==> src/rtl/buf_loader_pkg.sv <==
// Shared FSM encoding, default geometry and width helper for the buffer loader.
package buf_loader_pkg;

  localparam int unsigned ARRAY_N_DEF    = 16;
  localparam int unsigned RAM_SIZE_DEF   = 1024;
  localparam int unsigned ELEM_WIDTH_DEF = 8;

  typedef enum logic [1:0] {
    IDLE = 2'd0,
    LOAD = 2'd1,
    FIN  = 2'd2
  } state_e;

  localparam logic [1:0] ST_IDLE = IDLE;
  localparam logic [1:0] ST_LOAD = LOAD;
  localparam logic [1:0] ST_FIN  = FIN;

  // Width that holds a bank count from 0 up to and including n.
  function automatic int unsigned bank_sel_w(input int unsigned n);
    return $clog2(n) + 1;
  endfunction

endpackage

==> src/rtl/buf_loader_if.sv <==
// Stream input and buffer write port of one buffer loader.
interface buf_loader_if import buf_loader_pkg::*; #(
  parameter int unsigned ARRAY_N    = ARRAY_N_DEF,
  parameter int unsigned ADDR_WIDTH = $clog2(RAM_SIZE_DEF)
);
  logic                  s_valid;
  logic                  s_ready;
  logic [31:0]           s_data;
  logic [31:0]           ram_w_data;
  logic [ADDR_WIDTH-1:0] ram_w_addr;
  logic [ARRAY_N-1:0]    ram_w_en;

  // master: host feeding words and observing the buffer port; slave: the loader
  modport master (output s_valid, s_data,
                  input  s_ready, ram_w_data, ram_w_addr, ram_w_en);
  modport slave  (input  s_valid, s_data,
                  output s_ready, ram_w_data, ram_w_addr, ram_w_en);
endinterface

==> src/rtl/buf_loader_addr_gen.sv <==
// Bank/row counters, wrapped buffer address, one-hot bank enable and last-element flag.
module buf_loader_addr_gen import buf_loader_pkg::*; #(
  parameter  int unsigned ARRAY_N    = ARRAY_N_DEF,
  parameter  int unsigned RAM_SIZE   = RAM_SIZE_DEF,
  parameter  int unsigned ADDR_WIDTH = $clog2(RAM_SIZE),
  localparam int unsigned NB_W       = bank_sel_w(ARRAY_N),
  localparam int unsigned RW         = ADDR_WIDTH + 1
) (
  input  logic                  clk_i,
  input  logic                  rst_ni,
  input  logic                  clear_i,
  input  logic                  step_i,
  input  logic [ADDR_WIDTH-1:0] base_i,
  input  logic [NB_W-1:0]       num_banks_i,
  input  logic [RW-1:0]         num_rows_i,
  output logic [ADDR_WIDTH-1:0] addr_o,
  output logic [ARRAY_N-1:0]    en_o,
  output logic                  last_o
);

  logic [NB_W-1:0]       bank_q, bank_d;
  logic [ADDR_WIDTH-1:0] row_q, row_d;
  logic [RW-1:0]         sum;
  logic                  bank_wrap;

  assign bank_wrap = (bank_q == num_banks_i - NB_W'(1));
  assign last_o    = bank_wrap && ({1'b0, row_q} == num_rows_i - RW'(1));

  always_comb begin
    bank_d = bank_q;
    row_d  = row_q;
    if (clear_i) begin
      bank_d = '0;
      row_d  = '0;
    end else if (step_i) begin
      if (bank_wrap) begin
        bank_d = '0;
        row_d  = row_q + ADDR_WIDTH'(1);
      end else begin
        bank_d = bank_q + NB_W'(1);
      end
    end
  end

  always_ff @(posedge clk_i) begin
    if (!rst_ni) begin
      bank_q <= '0;
      row_q  <= '0;
    end else begin
      bank_q <= bank_d;
      row_q  <= row_d;
    end
  end

  // base and row are both below RAM_SIZE, so one conditional subtract wraps it
  assign sum    = {1'b0, base_i} + {1'b0, row_q};
  assign addr_o = (sum >= RW'(RAM_SIZE)) ? ADDR_WIDTH'(sum - RW'(RAM_SIZE))
                                         : sum[ADDR_WIDTH-1:0];
  assign en_o   = ARRAY_N'(1) << bank_q;

endmodule

==> src/rtl/buf_loader.sv <==
// Stream-to-buffer writer: FSM, handshake and optional 4-lane unpacking.
// Build option BUF_LOADER_PACK4_EN: each stream word carries four elements.
//
// state | meaning
// IDLE  | waiting for cfg_start
// LOAD  | accepting words, issuing one buffer write per element
// FIN   | last write on the port; done follows
module buf_loader import buf_loader_pkg::*; #(
  parameter  int unsigned ARRAY_N    = ARRAY_N_DEF,
  parameter  int unsigned RAM_SIZE   = RAM_SIZE_DEF,
  parameter  int unsigned ADDR_WIDTH = $clog2(RAM_SIZE),
  parameter  int unsigned ELEM_WIDTH = ELEM_WIDTH_DEF,
  localparam int unsigned NB_W       = bank_sel_w(ARRAY_N)
) (
  input  logic                  clk_i,
  input  logic                  reset_ni,
  input  logic                  cfg_start_i,
  input  logic [ADDR_WIDTH-1:0] cfg_base_addr_i,
  input  logic [NB_W-1:0]       cfg_num_banks_i,
  input  logic [ADDR_WIDTH:0]   cfg_num_rows_i,
  buf_loader_if.slave           bus,
  output logic                  busy_o,
  output logic                  done_o,
  output logic                  err_o
);

  if (ELEM_WIDTH > 32) begin : g_elem_w_chk
    $error("ELEM_WIDTH exceeds the 32-bit stream word");
  end

  localparam logic [NB_W-1:0]     MAX_BANKS = NB_W'(ARRAY_N);
  localparam logic [ADDR_WIDTH:0] MAX_ROWS  = (ADDR_WIDTH + 1)'(RAM_SIZE);

  logic [1:0]            state_q, state_d;
  logic                  busy_q, busy_d, done_q, done_d, err_q, err_d;
  logic                  s_ready_q, s_ready_d;
  logic [ARRAY_N-1:0]    en_q, en_d;
  logic [ADDR_WIDTH-1:0] addr_q, addr_d, base_q, base_d;
  logic [31:0]           data_q, data_d, wdata;
  logic [NB_W-1:0]       banks_q, banks_d;
  logic [ADDR_WIDTH:0]   rows_q, rows_d;
  logic                  cfg_legal, take_s, emit, clear, ready_load;
  logic [ADDR_WIDTH-1:0] gen_addr;
  logic [ARRAY_N-1:0]    gen_en;
  logic                  gen_last;

  assign take_s = (state_q == ST_LOAD) && bus.s_valid && s_ready_q;

`ifdef BUF_LOADER_PACK4_EN
  logic [31:0]           hold_q, hold_d;
  logic [1:0]            lanes_q, lanes_d;
  logic [ELEM_WIDTH-1:0] elem;

  // lane 0 is written straight from the handshake; lanes 1..3 drain from hold
  always_comb begin
    emit    = take_s || (lanes_q != 2'd0);
    elem    = take_s ? bus.s_data[ELEM_WIDTH-1:0] : hold_q[ELEM_WIDTH-1:0];
    wdata   = 32'(elem);
    hold_d  = hold_q;
    lanes_d = lanes_q;
    if (take_s) begin
      hold_d  = bus.s_data >> ELEM_WIDTH;
      lanes_d = 2'd3;
    end else if (emit) begin
      hold_d  = hold_q >> ELEM_WIDTH;
      lanes_d = lanes_q - 2'd1;
    end
    if ((state_q != ST_LOAD) || (emit && gen_last)) lanes_d = 2'd0;
    ready_load = (lanes_d == 2'd0);
  end

  always_ff @(posedge clk_i) begin
    if (!reset_ni) begin
      hold_q  <= '0;
      lanes_q <= '0;
    end else begin
      hold_q  <= hold_d;
      lanes_q <= lanes_d;
    end
  end
`else
  always_comb begin
    emit       = take_s;
    wdata      = bus.s_data;
    ready_load = 1'b1;
  end
`endif

  always_comb begin
    cfg_legal = (cfg_num_banks_i != '0) && (cfg_num_banks_i <= MAX_BANKS) &&
                (cfg_num_rows_i != '0) && (cfg_num_rows_i <= MAX_ROWS);
    state_d   = state_q;
    busy_d    = busy_q;
    done_d    = 1'b0;
    err_d     = 1'b0;
    s_ready_d = s_ready_q;
    clear     = 1'b0;
    base_d    = base_q;
    banks_d   = banks_q;
    rows_d    = rows_q;
    en_d      = '0;
    addr_d    = addr_q;
    data_d    = data_q;
    if (emit) begin
      en_d   = gen_en;
      addr_d = gen_addr;
      data_d = wdata;
    end
    case (state_q)
      ST_IDLE: begin
        if (cfg_start_i) begin
          if (cfg_legal) begin
            base_d    = cfg_base_addr_i;
            banks_d   = cfg_num_banks_i;
            rows_d    = cfg_num_rows_i;
            clear     = 1'b1;
            busy_d    = 1'b1;
            s_ready_d = 1'b1;
            state_d   = ST_LOAD;
          end else begin
            err_d = 1'b1;
          end
        end
      end
      ST_LOAD: begin
        if (emit && gen_last) begin
          s_ready_d = 1'b0;
          state_d   = ST_FIN;
        end else begin
          s_ready_d = ready_load;
        end
      end
      ST_FIN: begin
        done_d  = 1'b1;
        busy_d  = 1'b0;
        state_d = ST_IDLE;
      end
      default: state_d = ST_IDLE;
    endcase
  end

  always_ff @(posedge clk_i) begin
    if (!reset_ni) begin
      state_q   <= ST_IDLE;
      busy_q    <= 1'b0;
      done_q    <= 1'b0;
      err_q     <= 1'b0;
      s_ready_q <= 1'b0;
      en_q      <= '0;
      addr_q    <= '0;
      data_q    <= '0;
      base_q    <= '0;
      banks_q   <= '0;
      rows_q    <= '0;
    end else begin
      state_q   <= state_d;
      busy_q    <= busy_d;
      done_q    <= done_d;
      err_q     <= err_d;
      s_ready_q <= s_ready_d;
      en_q      <= en_d;
      addr_q    <= addr_d;
      data_q    <= data_d;
      base_q    <= base_d;
      banks_q   <= banks_d;
      rows_q    <= rows_d;
    end
  end

  buf_loader_addr_gen #(
    .ARRAY_N    (ARRAY_N),
    .RAM_SIZE   (RAM_SIZE),
    .ADDR_WIDTH (ADDR_WIDTH)
  ) u_addr_gen (
    .clk_i       (clk_i),
    .rst_ni      (reset_ni),
    .clear_i     (clear),
    .step_i      (emit),
    .base_i      (base_q),
    .num_banks_i (banks_q),
    .num_rows_i  (rows_q),
    .addr_o      (gen_addr),
    .en_o        (gen_en),
    .last_o      (gen_last)
  );

  assign bus.s_ready    = s_ready_q;
  assign bus.ram_w_en   = en_q;
  assign bus.ram_w_addr = addr_q;
  assign bus.ram_w_data = data_q;
  assign busy_o         = busy_q;
  assign done_o         = done_q;
  assign err_o          = err_q;

endmodule

==> src/flat_wrapper.sv <==
// flat-port wrapper written by rule: the top's interface ports become plain ports
module buf_loader_flat import buf_loader_pkg::*;
#(
  parameter  int unsigned ARRAY_N    = ARRAY_N_DEF,
  parameter  int unsigned RAM_SIZE   = RAM_SIZE_DEF,
  parameter  int unsigned ADDR_WIDTH = $clog2(RAM_SIZE),
  parameter  int unsigned ELEM_WIDTH = ELEM_WIDTH_DEF,
  localparam int unsigned NB_W       = bank_sel_w(ARRAY_N)
)
  (clk_i, reset_ni, cfg_start_i, cfg_base_addr_i, cfg_num_banks_i, cfg_num_rows_i, busy_o, done_o, err_o, bus_s_valid, bus_s_data, bus_s_ready, bus_ram_w_data, bus_ram_w_addr, bus_ram_w_en);
  buf_loader_if #(.ARRAY_N(ARRAY_N), .ADDR_WIDTH(ADDR_WIDTH)) bus_i ();
  input  logic clk_i;
  input  logic reset_ni;
  input  logic cfg_start_i;
  input  logic [ADDR_WIDTH-1:0] cfg_base_addr_i;
  input  logic [NB_W-1:0] cfg_num_banks_i;
  input  logic [ADDR_WIDTH:0] cfg_num_rows_i;
  output logic busy_o;
  output logic done_o;
  output logic err_o;
  input wire logic [$bits(bus_i.s_valid)-1:0] bus_s_valid;
  input wire logic [$bits(bus_i.s_data)-1:0] bus_s_data;
  output wire logic [$bits(bus_i.s_ready)-1:0] bus_s_ready;
  output wire logic [$bits(bus_i.ram_w_data)-1:0] bus_ram_w_data;
  output wire logic [$bits(bus_i.ram_w_addr)-1:0] bus_ram_w_addr;
  output wire logic [$bits(bus_i.ram_w_en)-1:0] bus_ram_w_en;
  assign bus_i.s_valid = bus_s_valid;
  assign bus_i.s_data = bus_s_data;
  assign bus_s_ready = bus_i.s_ready;
  assign bus_ram_w_data = bus_i.ram_w_data;
  assign bus_ram_w_addr = bus_i.ram_w_addr;
  assign bus_ram_w_en = bus_i.ram_w_en;
  buf_loader #(.ARRAY_N(ARRAY_N), .RAM_SIZE(RAM_SIZE), .ADDR_WIDTH(ADDR_WIDTH), .ELEM_WIDTH(ELEM_WIDTH)) u_core (.clk_i(clk_i), .reset_ni(reset_ni), .cfg_start_i(cfg_start_i), .cfg_base_addr_i(cfg_base_addr_i), .cfg_num_banks_i(cfg_num_banks_i), .cfg_num_rows_i(cfg_num_rows_i), .bus(bus_i), .busy_o(busy_o), .done_o(done_o), .err_o(err_o));
endmodule
==> config.mk <==
export PLATFORM = sky130hd
export DESIGN_NAME = buf_loader_flat
export DESIGN_NICKNAME = d
export VERILOG_FILES = /design/src/rtl/buf_loader_pkg.sv /design/src/rtl/buf_loader_if.sv /design/src/rtl/buf_loader_addr_gen.sv /design/src/rtl/buf_loader.sv /design/src/flat_wrapper.sv
export SDC_FILE = /design/constraint.sdc
export NUM_CORES = 1
export LEC_CHECK = 0
export ABC_AREA = 1
export CAP_MARGIN = 20
export CORE_MARGIN = 1
export CORE_UTILIZATION = 35
export DETAILED_ROUTE_END_ITERATION = 12
export HOLD_SLACK_MARGIN = 0.03
export SYNTH_ARGS = -nofsm -noshare
export SYNTH_HDL_FRONTEND = slang
export SYNTH_SLANG_ARGS = --single-unit
==> constraint.sdc <==
create_clock -name clk_i -period 1.8 [get_ports clk_i]
set_clock_uncertainty 0.1 [all_clocks]
set_input_delay 0.36 -clock clk_i [delete_from_list [all_inputs] [get_ports clk_i]]
set_output_delay 0.36 -clock clk_i [all_outputs]
set_load 0.005 [all_outputs]
==> flow_summary.json, run 1 <==
{
  "outcome": "completed",
  "startpoint_type": "register",
  "vdd_drop_max_mv": 0.564,
  "cap_violations": 0,
  "grt_max_degree": 21,
  "ys_seq_elements": 105,
  "avgSynthCellArea_sq_um": 7.22,
  "fin_util_pct": 54.7,
  "max_freq_mhz": 561,
  "dieArea_sq_um": 15000,
  "synth_top_family_by_area": "simple AND/OR/NAND/NOR gates",
  "firstDrtPassIters": 4,
  "yosysWarnings": 0,
  "clock-sinks": 105,
  "nets": 976,
  "rows": 43,
  "finalCritPeriodShare_pct": 99.0,
  "antennaDiodeCount": 0,
  "grt.overflow.total": 0,
  "antenna_found_initial": 0,
  "seqPwrFrac_pct": 48.2,
  "io_pins": 124,
  "ys_types": 40,
  "root_buffer": "clkbuf_16",
  "setup_viol": 0,
  "h-tree-depth": 3,
  "routedWlPerCell_um": 13.5,
  "rsz0062_at_grt": "true",
  "min_path_type": "primary input to register",
  "cts_buffer_depth": 2,
  "area_growth_pct": 51.0,
  "total_leakage_power_nw": 3.36,
  "clkTransAtPathRegs_ns": 0.07,
  "wirelength_mm": 14.6,
  "grt_pass1_wl_mm": 23.5,
  "dpl_cell_area_sq_um": 7020,
  "pwr-share-clk_pct": 38.7,
  "fillers": 1367,
  "crit_arrival_ns": 1.94,
  "sw_frac_of_total_pct": 26.2,
  "worst_setup_path_end_kind": "register",
  "core_area_sq_um": 14000,
  "viasPerCell": 4.71,
  "cp.required_ns": 1.96,
  "finalPower_w": 0.00498,
  "synthArstFlopShare_pct": 0,
  "final_common_cell": "nand2_1",
  "synth_xor_area_share_pct": 3.95,
  "route.detailed.drc": 0,
  "gp_congestion": 0.893,
  "insertion_delay_ns": 0.36,
  "ctsHoldBuffers": 0,
  "synth_edf_count": 0,
  "crit_type": "register to register",
  "die_w_um": 122,
  "cts_tree": "built",
  "design_area_sq_um": 7660,
  "yosys.area_share.simple_pct": 31.1,
  "p_comb_share_pct": 13.1,
  "p_per_area_nw_per_um2": 650,
  "grt_pass1_vias": 5126,
  "relSlewSlack_pct": 77.6,
  "drt_iter0_markers": 259,
  "synth-adder-area-share_pct": 4.84,
  "die_y_um": 122,
  "synth_fp_nets": 783,
  "grt_use_total_pct": 19.8,
  "synth_mux_area_share_pct": 0,
  "tightestPinTransition_ns": 0.334,
  "drive_gt1_share_pct": 21.0,
  "finalCriticalPeriod_ns": 1.78,
  "place_hpwl_mm": 10.7,
  "synth_ff_type": "dfxtp_1",
  "ys_seq_area_share_pct": 41.5,
  "vias": 5083,
  "report.final.slew_viol_count": 0,
  "intPower_w": 0.00367,
  "hold_slack_ns": 0.251,
  "antenna_left": 0,
  "fin_cells": 1080,
  "syn_inst": 702,
  "port_buffers": 123,
  "synthesis.area_sq_um": 5070,
  "switchingPower_w": 0.00131,
  "cp_max_fo": 3,
  "initial_core_util_pct": 36.2,
  "dpl.cell_count": 1056,
  "final_hold_viol_count": 0,
  "layout_common_cells": "153 x nand2_1, 116 x nor2_1, 115 x clkdlybuf4s50_1",
  "cts_inserted_buffers": 9,
  "synth-compound-area-share_pct": 10.6
}
[sequential cells by signal, indices dropped and copies added (netlist names), 2 cells and up]
signal	flops
u_core.bus.ram_w_addr	10
u_core.bus.ram_w_en	16
u_core.bus.ram_w_data	32
u_core.u_addr_gen.row_q	10
u_core.banks_q	5
u_core.base_q	10
u_core.state_q	2
u_core.u_addr_gen.bank_q	5
u_core.rows_q	11
[synth_stat cells, types with 2 or more instances]
master	number	area share, %
dfxtp_1	105	41
or2_1	2	0.25
inv_1	62	4.6
o211ai_1	2	0.30
a21oi_2	12	2.1
o21ai_0	48	4.7
clkbuf_1	9	0.67
nor2_2	5	0.62
inv_2	9	0.67
ha_1	18	4.4
buf_6	3	0.67
xnor2_1	5	0.86
o21ai_1	12	1.2
nor2_1	120	8.9
nand3_1	36	3.6
nor2_4	4	0.89
a21oi_1	11	1.1
nand2_1	157	12
nor3_1	20	2.0
buf_4	2	0.30
nand4_1	7	0.86
buf_2	8	0.79
xor2_1	16	2.8
o21bai_1	2	0.30
nand2_2	12	1.5
[layout make-up]
type                    instances  area (sq um)  share of cell area [%]
multi-input cells             502          2780                    36.3
flip-flops and latches        105          2110                    27.6
repair buffers                205          1970                    25.7
inverters                      72           285                    3.73
clock buffers                   9           225                    2.94
well taps                     180           225                    2.94
clock inverters                 7          61.3                   0.801
[through the flow]
step                      TNS (ns)  setup WS (ns)
after floorplan                  0         0.0376
after CTS                        0        0.00131
after global placement      -15.95         -0.301
after global routing        -0.457        -0.0955
after detailed placement    -16.93         -0.343
final                            0         0.0187
[worst max-delay path: stages (launching register included)]
cell,delay [ns]
dfxtp_2,0.36
ha_4,0.15
inv_4,0.04
fa_2,0.38
o21ai_4,0.19
nand2_1,0.07
nand2_1,0.07
nand2_1,0.06
nand3_1,0.06
nand3_1,0.07
nand2_1,0.08
inv_1,0.04
[metal layers]
layer	share of wire (%)	track usage (%)	vias up	wire length, um
li1	-	-	2611	-
met1	45	24.5	2303	6550
met2	46	32.0	148	6740
met3	6.9	6.23	21	1000
met4	2.2	7.77	0	317
met5	0	0	-	0
[power by group through the flow]
stage	Clock, W	Combinational [W]	Sequential (W)
floorplan	0	0.000278	0.00245
global placement	0	0.000595	0.00245
detailed placement	0	0.000604	0.00245
CTS	0.00199	0.000613	0.00240
global route	0.00208	0.000717	0.00241
finish	0.00193	0.000651	0.00240
[path summary, 6_finish.rpt]
| check | startpoint | slack, ns | endpoint | depth (start not counted) |
|---|---|---|---|---|
| worst max-delay path | u_core.base_q[0] | 0.02 | u_core.bus.ram_w_addr[6] | 11 |
| worst min-delay path | cfg_num_rows_i[4] | 0.25 | u_core.rows_q[4] | 4 |
| worst max register to register | u_core.base_q[0] | 0.02 | u_core.bus.ram_w_addr[6] | 11 |
| worst min register to register | u_core.base_q[7] | 0.36 | u_core.base_q[7] | 2 |
[cell families (layout without fill, tap and decap cells)]
logic type / Yosys count / count (layout)
AO/OA/AOI/OAI: 93 / 93
XOR/XNOR: 22 / 22
flip-flops: 105 / 105
buffers and inverters: 95 / 293
adder cells (fa/ha/maj): 19 / 19
AND/OR/NAND/NOR: 368 / 368
[timing repair]
action	4_1_cts	5_1_grt
pin swaps	6	32
setup buffers	0	7
gates cloned	0	1
setup endpoints to repair	14	43
gates resized for setup	9	59
No activity file was read; power rests on OpenSTA's default activity.
==> run 2, diff against run 1 <==
--- a/config.mk
+++ b/config.mk
@@ -5,9 +5,8 @@
 export SDC_FILE = /design/constraint.sdc
 export NUM_CORES = 1
 export LEC_CHECK = 0
-export ABC_AREA = 1
 export CAP_MARGIN = 20
-export CORE_MARGIN = 1
+export CORE_MARGIN = 2
 export CORE_UTILIZATION = 35
 export DETAILED_ROUTE_END_ITERATION = 12
 export HOLD_SLACK_MARGIN = 0.03
==> flow_summary.json, run 2 <==
{
  "synth_top_cell_area_share_pct": 46.2,
  "fin_cells": 900,
  "die_y_um": 118,
  "max_stage_delay_ns": 0.33,
  "route.detailed.drc": 0,
  "final_hold_viol_count": 0,
  "yosys-top-cells-count": "105 x dfxtp_1, 86 x nand2_1, 49 x a21oi_1, 26 x nor2_1, 21 x a22o_1",
  "cp_max_fo": 3,
  "cp.required_ns": 1.99,
  "p_per_area_nw_per_um2": 674,
  "antenna_left": 0,
  "grt_max_degree": 42,
  "rows": 41,
  "grt.overflow.total": 0,
  "crit_type": "register to register",
  "fillers": 1155,
  "ys_seq_elements": 105,
  "cts_tree": "built",
  "drive_gt1_share_pct": 26.0,
  "routedWlPerCell_um": 14.5,
  "synthArstFlopShare_pct": 0,
  "synth_ff_type": "dfxtp_1",
  "synth_area_leaders": "dfxtp_1 46%, nand2_1 7.1%, a21oi_1 5.4%",
  "layout_common_cells": "109 x clkdlybuf4s50_1, 96 x dfxtp_1, 90 x buf_4",
  "firstDrtPassIters": 4,
  "setup_viol": 47,
  "seqCellArea_sq_um": 2110,
  "ys_types": 56,
  "cts_inserted_buffers": 9,
  "port_buffers": 123,
  "antennaDiodeCount": 0,
  "ys_seq_area_share_pct": 46.2,
  "area_growth_pct": 61.3,
  "grt_pass1_vias": 4360,
  "design_area_sq_um": 7340,
  "report.final.slew_viol_count": 0,
  "finalPower_w": 0.00495,
  "drt_iter0_markers": 294,
  "place_ws_ns": -0.948,
  "worst_setup_path_end_kind": "register",
  "die_w_um": 118,
  "finalCritPeriodShare_pct": 119,
  "wirelength_mm": 13.0,
  "h-tree-depth": 3,
  "violations": "negative setup slack",
  "gp_congestion": 0.777,
  "outcome": "finished with violations",
  "cts_buffer_depth": 2,
  "max_freq_mhz": 468,
  "avgSynthCellArea_sq_um": 8.96,
  "insertion_delay_ns": 0.35,
  "critPathSlowestCell": "dfxtp_2",
  "synth_edf_count": 0,
  "vias": 4422,
  "largest_reg_flops": 32,
  "timing.rr.start": "u_core.banks_q[0]",
  "final_common_cell": "clkdlybuf4s50_1",
  "viasPerCell": 4.91,
  "clock-sinks": 105,
  "total_leakage_power_nw": 2.88,
  "io_pins": 124,
  "antenna_found_initial": 0,
  "fin_ws_ns": -0.336,
  "fin_tns_setup_ns": -7.85,
  "min_path_type": "primary input to register",
  "syn_inst": 508,
  "dieArea_sq_um": 13900,
  "yosysMostFrequentCell": "dfxtp_1",
  "finalCriticalPeriod_ns": 2.14,
  "crit_arrival_ns": 2.32,
  "vdd_drop_max_mv": 0.423,
  "yosysWarnings": 0,
  "ctsHoldBuffers": 0,
  "relSlewSlack_pct": 65.0,
  "nets": 804,
  "startpoint_type": "register",
  "crit_start": "u_core.banks_q[0]",
  "dpl_cell_area_sq_um": 6610,
  "core_area_sq_um": 12700,
  "multi_input_area_sq_um": 2620,
  "synthesis.area_sq_um": 4550,
  "clkTransAtPathRegs_ns": 0.07,
  "grt_pass1_wl_mm": 21.4,
  "root_buffer": "clkbuf_16",
  "crit_chain": "inv_2, ha_4, xor2_1, o211ai_1, a2111oi_2, buf_4, nand4_1, or3_1, a21oi_1",
  "synth_top_area_cell": "dfxtp_1",
  "grt_use_total_pct": 19.2,
  "rsz0062_at_grt": "true",
  "cap_violations": 0,
  "place_hpwl_mm": 8.96,
  "synth_fp_nets": 589,
  "initial_core_util_pct": 35.9,
  "dpl.cell_count": 861,
  "hold_path_startpoint": "cfg_num_rows_i[9]",
  "tightestPinTransition_ns": 0.523
}
==> run 2: worst paths after layout <==
kind                                     end  slack [ns]  cells after the start
hold reg to reg    u_core.bus.ram_w_data[17]        0.35                      2
setup / recovery  u_core.u_addr_gen.row_q[8]       -0.34                      9
setup reg to reg  u_core.u_addr_gen.row_q[8]       -0.34                      9
hold / removal              u_core.rows_q[9]        0.20                      3
==> run 2: area by class of cell <==
class,instances,share of cell area [%]
multi-input cells,371,35.7
clock buffers,10,3.26
clock inverters,6,0.784
well taps,172,2.93
flip-flops and latches,105,28.8
repair buffers,222,27.8
inverters,14,0.716
==> run 2: repair_timing <==
action | in CTS | in global routing
pin swaps | 42 | 26
cloned | 8 | 0
gates resized for setup | 77 | 13
setup endpoints to repair | 52 | 54
buffers inserted | 10 | 5
==> run 2: cells by family after synthesis <==
kind of cell | synth area share [%]
buffers and inverters | 3.71
xor gates and xnor gates | 6.16
adders and majority gates | 5.39
DFF | 46.2
and+or+nand+nor | 21.2
AOI/OAI and AO/OA | 17.3
==> run 2: power by group <==
group | total [W] | internal, W | switching (W) | leakage [nW]
registers | 0.00238 | 0.00236 | 0.0000249 | 0.852
clock network | 0.00196 | 0.00111 | 0.000854 | 0.148
logic | 0.000604 | 0.000352 | 0.000253 | 1.88
total | 0.00495 | 0.00382 | 0.00113 | 2.88
==> run 2: critical path, delay by kind of cell (launching register included) <==
kind | cells | cell delay [ns]
AOI/OAI and AO/OA | 3 | 0.56
and+or+nand+nor | 2 | 0.44
adders and majority gates | 1 | 0.25
xor gates and xnor gates | 1 | 0.15
buffers and inverters | 2 | 0.23
DFF | 1 | 0.33
==> run 2: per-layer routing <==
metal	track usage (%)	wire, um	vias to the layer above
li1	-	-	2215
met1	23.8	5690	2069
met2	32.5	6420	111
met3	2.71	517	27
met4	9.56	418	0
met5	0	0	-
==> run 2: metrics by stage <==
step	util [%]	hold slack, ns
finish	57.9	0.202
global route	57.9	0.202
CTS	57.3	0.192
detailed placement	52.2	0.346
global placement	52.2	0.341
floorplan	-	0.348
==> run 3, diff against run 2 <==
--- a/config.mk
+++ b/config.mk
@@ -6,10 +6,13 @@
 export NUM_CORES = 1
 export LEC_CHECK = 0
 export CAP_MARGIN = 20
+export CORE_ASPECT_RATIO = 1.75
 export CORE_MARGIN = 2
 export CORE_UTILIZATION = 35
 export DETAILED_ROUTE_END_ITERATION = 12
 export HOLD_SLACK_MARGIN = 0.03
 export SYNTH_ARGS = -nofsm -noshare
 export SYNTH_HDL_FRONTEND = slang
+export SYNTH_HIERARCHICAL = 1
 export SYNTH_SLANG_ARGS = --single-unit
+export TNS_END_PERCENT = 10
==> flow_summary.json, run 3 <==
{
  "synthArstFlopShare_pct": 0,
  "cts_buffer_depth": 2,
  "synth_fp_nets": 686,
  "initial_core_util_pct": 36.0,
  "fillers": 1317,
  "setup_viol": 22,
  "synth_area_leaders": "dfxtp_1 40%, nand2_1 11%, a21boi_0 6.2%",
  "rsz0062_at_grt": "true",
  "place_hpwl_mm": 10.5,
  "largest_reg_flops": 32,
  "cp.required_ns": 1.94,
  "min_path_type": "primary input to register",
  "root_buffer": "clkbuf_16",
  "vias": 4870,
  "crit_chain": "or4_4, or3_4, nor4_4, a311oi_2, a2111oi_4, buf_4, a21o_1, a21oi_1",
  "yosysMostFrequentCell": "nand2_1",
  "core_area_sq_um": 14400,
  "grt_pass1_vias": 4990,
  "crit_arrival_ns": 2.56,
  "drive_gt1_share_pct": 20.0,
  "nets": 861,
  "fin_util_pct": 53.1,
  "area_growth_pct": 47.6,
  "p_per_area_nw_per_um2": 641,
  "max_freq_mhz": 415,
  "ys_types": 57,
  "synthesis.area_sq_um": 5190,
  "wirelength_mm": 14.0,
  "grt_use_total_pct": 18.2,
  "h-tree-depth": 3,
  "max_stage_delay_ns": 0.55,
  "firstDrtPassIters": 4,
  "report.final.slew_viol_count": 0,
  "dieArea_sq_um": 15900,
  "gp_congestion": 0.861,
  "synth_top_area_cell": "dfxtp_1",
  "antennaDiodeCount": 0,
  "die_w_um": 96.1,
  "clock-sinks": 105,
  "clkTransAtPathRegs_ns": 0.08,
  "yosys-top-cells-count": "155 x nand2_1, 105 x dfxtp_1, 43 x a21boi_0, 28 x clkbuf_1, 27 x mux2i_1",
  "layout_common_cells": "155 x nand2_1, 108 x clkdlybuf4s50_1, 93 x dfxtp_1",
  "antenna_found_initial": 0,
  "yosysWarnings": 6,
  "worst_setup_path_end_kind": "register",
  "final_common_cell": "nand2_1",
  "syn_inst": 605,
  "routedWlPerCell_um": 14.5,
  "rrSetupSlack_ns": -0.61,
  "port_buffers": 123,
  "violations": "negative setup slack",
  "total_leakage_power_nw": 2.98,
  "hold_slack_ns": 0.193,
  "critPathSlowestCell": "or4_4",
  "route.detailed.drc": 0,
  "ys_seq_area_share_pct": 40.5,
  "io_pins": 124,
  "crit_type": "register to register",
  "finalCritPeriodShare_pct": 134,
  "finalCriticalPeriod_ns": 2.41,
  "cp_max_fo": 4,
  "grt.overflow.total": 0,
  "design_area_sq_um": 7660,
  "cts_tree": "built",
  "viasPerCell": 5.05,
  "dpl_cell_area_sq_um": 7040,
  "grt_pass1_wl_mm": 22.8,
  "grt_max_degree": 68,
  "antenna_left": 0,
  "cts_inserted_buffers": 9,
  "cap_violations": 0,
  "relSlewSlack_pct": 69.4,
  "insertion_delay_ns": 0.35,
  "startpoint_type": "register",
  "tightestPinTransition_ns": 0.459,
  "synth_edf_count": 0,
  "final_hold_viol_count": 0,
  "synth_top_cell_area_share_pct": 40.5,
  "drt_iter0_markers": 127,
  "outcome": "finished with violations",
  "vdd_drop_max_mv": 0.520,
  "rows": 58,
  "die_y_um": 165,
  "avgSynthCellArea_sq_um": 8.58,
  "ys_seq_elements": 105,
  "fin_ws_ns": -0.612,
  "synth_ff_type": "dfxtp_1"
}
==> run 3: cell count changes after synthesis, moves of 7 or more <==
cell,change
a21oi_1,-35
a21boi_0,+43
nand2_1,+69
mux2i_1,+27
o21ai_1,-7
and2_1,-8
a22o_1,-21
clkbuf_1,+12
==> run 3: kinds of logic after synthesis <==
group	count (synthesis)	synth area share (%)
AO/OA/AOI/OAI	105	14.7
XOR/XNOR	30	5.32
adder cells (fa/ha/maj)	19	4.72
buffers and inverters	55	5.01
flip-flops	105	40.5
multiplexers	27	5.20
AND/OR/NAND/NOR	264	24.5
==> run 3: worst max-delay path: cells and delay by family, from the launching register on <==
kind                   cells  cell delay, ns
AOI/OAI and AO/OA          4            0.54
buffers and inverters      1            0.17
and+or+nand+nor            3            1.15
DFF                        1            0.35
==> run 3: report_power, final <==
part / switching (W) / total, W / internal (W)
logic: 0.000256 / 0.000587 / 0.000331
clock network: 0.000964 / 0.00195 / 0.000984
registers: 0.0000279 / 0.00238 / 0.00235
==> run 3: final cells by class <==
cell class	count	area (sq um)	area share, %
flip-flops and latches	105	2120	27.7
inverters	20	75.1	0.980
well taps	180	225	2.94
repair buffers	199	1860	24.2
clock inverters	7	68.8	0.898
multi-input cells	445	3090	40.4
clock buffers	9	225	2.94
==> run 3: repair_timing <==
item,4_1_cts,5_1_grt
buffers inserted,3,2
setup endpoints to repair,50,56
hold buffers,0,0
gates resized for setup,60,36
pin swaps,20,13
==> run 3: stage by stage <==
step           TNS (ns)  cells  worst slack, ns  total power [W]
4_1_cts           -4.42    963           -0.621          0.00496
3_5_place_dp     -37.63    944           -0.799          0.00299
6_report          -3.91    965           -0.612          0.00492
2_1_floorplan     -9.15    605           -0.834          0.00270
3_3_place_gp     -34.44    944           -0.711          0.00297
5_1_grt           -6.72    965           -0.703          0.00512
==> run 3: per-layer routing <==
layer | track usage, % | vias up | share of wire [%]
met5 | 0 | - | 0
met4 | 9.29 | 0 | 4.2
met3 | 4.08 | 35 | 4.5
met2 | 33.1 | 130 | 53
met1 | 18.9 | 2284 | 38
li1 | - | 2421 | -
==> run 3: worst paths after layout <==
| path | start | endpoint | depth (start not counted) |
|---|---|---|---|
| worst max-delay path | u_core/rows_q[2] | u_core/bus.s_ready | 8 |
| worst min-delay path | cfg_num_rows_i[3] | u_core/rows_q[3] | 3 |
| worst max register to register | u_core/rows_q[2] | u_core/bus.s_ready | 8 |
| worst min register to register | u_core/bus.ram_w_addr[8] | u_core/bus.ram_w_addr[8] | 2 |
